<file path="config.mk">
export PLATFORM = sky130hd
export DESIGN_NAME = ram_sp_arbiter
export DESIGN_NICKNAME = d
export VERILOG_FILES = /design/src/rtl/ram_sp_arbiter.sv
export SDC_FILE = /design/constraint.sdc
export NUM_CORES = 1
export LEC_CHECK = 0
export BUFFER_PORTS_ARGS = -buffer_cell sky130_fd_sc_hd__clkbuf_2
export CAP_MARGIN = 30
export CORE_AREA = 2 2 70 89
export CTS_BUF_LIST = sky130_fd_sc_hd__clkbuf_8
export DETAILED_ROUTE_END_ITERATION = 6
export DIE_AREA = 0 0 72 91
export PLACE_DENSITY = 0.88
export RECOVER_POWER = 100
export SLEW_MARGIN = 30
export SYNTH_ARGS = -nofsm -noshare
export SYNTH_HDL_FRONTEND = slang
export SYNTH_SLANG_ARGS = --single-unit
</file>
<file path="constraint.sdc">
create_clock -name clk -period 2.2 [get_ports clk]
set_input_delay 0.33 -clock clk [delete_from_list [all_inputs] [get_ports clk]]
set_output_delay 0.33 -clock clk [all_outputs]
set_load 0.005 [all_outputs]
</file>
<file path="src/rtl/ram_sp_arbiter.sv">
// Two-master arbiter and sequencer for the single-port data RAM (M0 = fetch, M1 = load/store).
// One transaction runs at a time over four cycles; every RAM pin is driven from a flop.
module ram_sp_arbiter #(
    parameter int ADDR_W   = 6,
    parameter int DATA_W   = 16,
    parameter int ARB_MODE = 0
) (
    input  logic              clk,
    input  logic              rst,
    input  logic              m0_req,
    input  logic              m0_we,
    input  logic [ADDR_W-1:0] m0_addr,
    input  logic [DATA_W-1:0] m0_wdata,
    output logic              m0_gnt,
    output logic              m0_done,
    output logic [DATA_W-1:0] m0_rdata,
    input  logic              m1_req,
    input  logic              m1_we,
    input  logic [ADDR_W-1:0] m1_addr,
    input  logic [DATA_W-1:0] m1_wdata,
    output logic              m1_gnt,
    output logic              m1_done,
    output logic [DATA_W-1:0] m1_rdata,
    output logic [ADDR_W-1:0] ram_add,
    output logic [DATA_W-1:0] ram_data_in,
    output logic              ram_r_w,
    output logic              ram_enable,
    output logic              ram_ce,
    input  logic [DATA_W-1:0] ram_data_out
);

    typedef enum logic [1:0] {IDLE, ACCESS, CAPTURE, DONE} state_t;

    state_t state;
    state_t next_state;
    logic   last_grant;
    logic   owner;
    logic   any_req;
    logic   pick_m1;

    assign any_req = m0_req | m1_req;
    assign ram_ce  = ram_enable;

    // Winner selection; only consulted in IDLE when at least one request is up.
    // last_grant = 1 means M1 was served last, so M0 wins the next tie.
    always_comb begin
        pick_m1 = 1'b0;
        if (ARB_MODE == 1)
            pick_m1 = !m0_req;
        else
            pick_m1 = m1_req && (!m0_req || !last_grant);
    end

    always_ff @(posedge clk or posedge rst) begin
        if (rst)
            state <= IDLE;
        else
            state <= next_state;
    end

    always_comb begin
        next_state = state;
        case (state)
            IDLE:    if (any_req) next_state = ACCESS;
            ACCESS:  next_state = CAPTURE;
            CAPTURE: next_state = DONE;
            DONE:    next_state = IDLE;
            default: next_state = IDLE;
        endcase
    end

    // The RAM pins double as the latched transaction: they are loaded once at the
    // grant edge and ignore the masters' inputs until the transaction retires.
    always_ff @(posedge clk or posedge rst) begin
        if (rst) begin
            m0_gnt      <= 1'b0;
            m1_gnt      <= 1'b0;
            m0_done     <= 1'b0;
            m1_done     <= 1'b0;
            m0_rdata    <= '0;
            m1_rdata    <= '0;
            ram_add     <= '0;
            ram_data_in <= '0;
            ram_r_w     <= 1'b0;
            ram_enable  <= 1'b0;
            owner       <= 1'b0;
            last_grant  <= 1'b1;
        end else begin
            case (state)
                IDLE: begin
                    if (any_req) begin
                        owner       <= pick_m1;
                        m0_gnt      <= !pick_m1;
                        m1_gnt      <= pick_m1;
                        ram_r_w     <= pick_m1 ? m1_we    : m0_we;
                        ram_add     <= pick_m1 ? m1_addr  : m0_addr;
                        ram_data_in <= pick_m1 ? m1_wdata : m0_wdata;
                        ram_enable  <= 1'b1;
                    end else begin
                        ram_r_w     <= 1'b0;
                        ram_add     <= '0;
                        ram_data_in <= '0;
                        ram_enable  <= 1'b0;
                    end
                end
                ACCESS: begin
                    ram_enable <= 1'b0;
                end
                CAPTURE: begin
                    if (owner) begin
                        m1_done <= 1'b1;
                        if (!ram_r_w) m1_rdata <= ram_data_out;
                    end else begin
                        m0_done <= 1'b1;
                        if (!ram_r_w) m0_rdata <= ram_data_out;
                    end
                end
                DONE: begin
                    m0_done     <= 1'b0;
                    m1_done     <= 1'b0;
                    m0_gnt      <= 1'b0;
                    m1_gnt      <= 1'b0;
                    last_grant  <= owner;
                    ram_r_w     <= 1'b0;
                    ram_add     <= '0;
                    ram_data_in <= '0;
                end
                default: ;
            endcase
        end
    end

endmodule

</file>
==> impl_metrics.json <==
{
  "status": "completed",
  "cts_buffers": 9,
  "reg2reg_depth": 6,
  "max_freq_ghz": 0.512,
  "cp-start-kind": "flip-flop",
  "final_antenna_net_count": 0,
  "power_mw": 5.00,
  "comb_power_share_pct": 42.4,
  "root_buffer": "clkbuf_8",
  "cts.repair.resized": 0,
  "overflow": 0,
  "synth_cells": 193,
  "setup_viol_count_final": 0,
  "antenna_found_initial": 0,
  "async_flop_share_pct": 100,
  "cp.depth": 6,
  "ir_worst_vdd_v": 0.000833,
  "finClkSkew_ns": 0.00510,
  "maxCapViolations": 0,
  "cts_tree": "yes",
  "nFillCells": 482,
  "portBuffers": 126,
  "totalWireLength_um": 5440,
  "seqPwrFrac_pct": 41.2,
  "avgViaCountPerCell": 5.17,
  "avgSynthCellArea_um2": 13.9,
  "fin_crit_sh_pct": 88.8,
  "die_h_um": 91,
  "leakage_nw": 1.75,
  "report.final.slew_viol_count": 0,
  "ff_latch_area_um2": 1600,
  "slowest_stage": "dfrtp_1",
  "dieArea_um2": 6550,
  "gp_congestion": 0.769,
  "power_frac_clock_pct": 16.4,
  "critPathMaxStageDelay_ns": 0.40,
  "final.setup.tns_ns": 0,
  "core_um2": 5700,
  "critPathBufInv": 2,
  "critPathTopFamily": "flip-flops",
  "required_ns": 2.41,
  "synth.most_common_cell": "dfrtp_1",
  "core.rowCount": 31,
  "grt_max_degree": 39,
  "arrival_ns": 2.16,
  "switching_share_pct": 32.7,
  "hold_buffers": 0,
  "detail_route.wl_per_cell_um": 14.0,
  "grtUsageTotal_pct": 17.9,
  "die_w_um": 72,
  "fin_crit_ns": 1.95,
  "crit_type": "flip-flop to flip-flop",
  "critPathMaxFanout": 16,
  "hold_class": "input port to asynchronous set/reset pin",
  "synthTopCellsByArea": "dfrtp_1 59%, mux2_2 13%, a221o_1 7.5%",
  "power_density_nw_per_um2": 1450,
  "drive_above_1_share_pct": 50.0,
  "grt_pass1_wl_um": 9000,
  "syn-cell-area_um2": 2690,
  "max_slew_margin_pct": 35.4,
  "multi_input_area_um2": 971,
  "synth_edf_count": 0,
  "ys_types": 28,
  "endpoint_kind": "flip-flop",
  "postCtsSetupBuffers": 0,
  "post-route-util_pct": 60.6,
  "antenna_cells": 0,
  "hpwl_um": 4100,
  "insertion_delay_ns": 0.32,
  "ys.flop_type": "dfrtp_1",
  "start_util_pct": 47.1,
  "ys_top_cells_by_count": "63 x dfrtp_1, 31 x mux2_2, 23 x and2_1",
  "cp_cell_sequence": "inv_1, ha_1, nor2b_1, and2b_1, clkbuf_4, mux2_2",
  "power_switching_mw": 1.64,
  "rsz0062_at_grt": "no",
  "pin_count": 127,
  "initialDrtViolationCount": 60,
  "synth_area_leader_cell": "dfrtp_1",
  "drc": 0,
  "cts_num_sinks": 64,
  "yosysTopAreaCellShare_pct": 58.7,
  "nNetsFinal": 390,
  "grt_pass1_vias": 1943,
  "routed-via-count": 2006,
  "ys_ff_latch": 64,
  "cell_internal_pwr_mw": 3.37,
  "hold_viol": 0,
  "h-tree-depth": 3,
  "seq_area_frac_synth_pct": 59.7,
  "clkTransAtPathRegs_ns": 0.06,
  "area_delta_synth_final_pct": 28.6,
  "drtPass1Iterations": 4,
  "ys_warn_count": 0,
  "syn_nets": 263,
  "tightest_slew_ns": 0.967,
  "cts_max_path_buffers": 2
}
area by class of cell:
type / instances / area share, %
tap: 66 / 2.39
timing repair buffer: 129 / 18.2
sequential: 64 / 46.4
inverter: 3 / 0.326
clock buffer: 11 / 4.38
clock inverter: 2 / 0.253
multi-input combinational: 113 / 28.1
worst paths after layout:
path,from,to,slack [ns]
setup / recovery,state[0],m0_rdata[9],0.25
hold / removal,rst,m1_rdata[15],0.21
setup reg to reg,state[0],m0_rdata[9],0.25
hold reg to reg,m0_gnt,m0_gnt,0.50
max in group asynchronous,rst,ram_ce,0.58
min in group clk,m0_wdata[10],ram_data_in[10],0.24
metrics by stage:
stage / worst slack, ns / cell area (um2) / hold WS (ns) / std cells
6_report: 0.245 / 3460 / 0.206 / 388
5_1_grt: 0.0395 / 3460 / 0.220 / 388
4_1_cts: 0.259 / 3500 / 0.0405 / 388
3_5_place_dp: 0.262 / 3340 / 0.398 / 375
3_3_place_gp: 0.353 / 3340 / 0.393 / 375
2_1_floorplan: 0.274 / 2690 / 0.427 / 193
sequential cells by signal, indices dropped and copies added, names as in the netlist:
signal and count:
m0_rdata 16, m1_rdata 16, ram_data_in 16, ram_add 6
state 2, last_grant 1, m0_done 1, m0_gnt 1
m1_done 1, m1_gnt 1, owner 1, ram_ce 1
ram_r_w 1
kinds of logic (layout without fill, tap and decap cells):
group	count (synthesis)	count (layout)	synth area share, %
AND/OR/NAND/NOR	42	42	9.18
AO/OA/AOI/OAI	34	34	11.2
flip-flops	64	64	59.7
buffers and inverters	16	145	3.96
multiplexers	33	33	14.1
adder cells (fa/ha/maj)	4	4	1.86
power by group through the flow:
stage | clock network, mW | registers (mW) | logic [mW]
after floorplan | 0 | 2.09 | 1.42
after global placement | 0 | 2.05 | 2.14
after detailed placement | 0 | 2.09 | 2.22
after CTS | 0.851 | 2.07 | 2.22
after global routing | 0.895 | 2.14 | 2.38
final | 0.821 | 2.06 | 2.12
cells in the final DEF, fill, tap and decap left out, types with 2 or more instances in the layout:
cell,synthesis,final
and3_1,2,2
clkbuf_1,3,18
o21ai_0,4,4
and2_1,23,23
nand2_1,4,4
inv_1,3,4
a21oi_1,2,2
ha_1,4,4
a221o_2,3,3
clkbuf_8,0,11
a221o_1,20,20
mux2_2,31,31
nor2_1,6,6
clkbuf_2,0,109
a31oi_1,2,2
dfrtp_1,63,63
nand3_1,2,2
per-layer routing:
metal | wire (um) | track usage, % | vias to the layer above
met3 | 359 | 5.22 | 6
met5 | 0 | 0 | -
met4 | 73 | 7.55 | 0
met1 | 2200 | 21.9 | 951
met2 | 2810 | 29.2 | 97
li1 | - | - | 952
(Power assumes the default switching activity.)
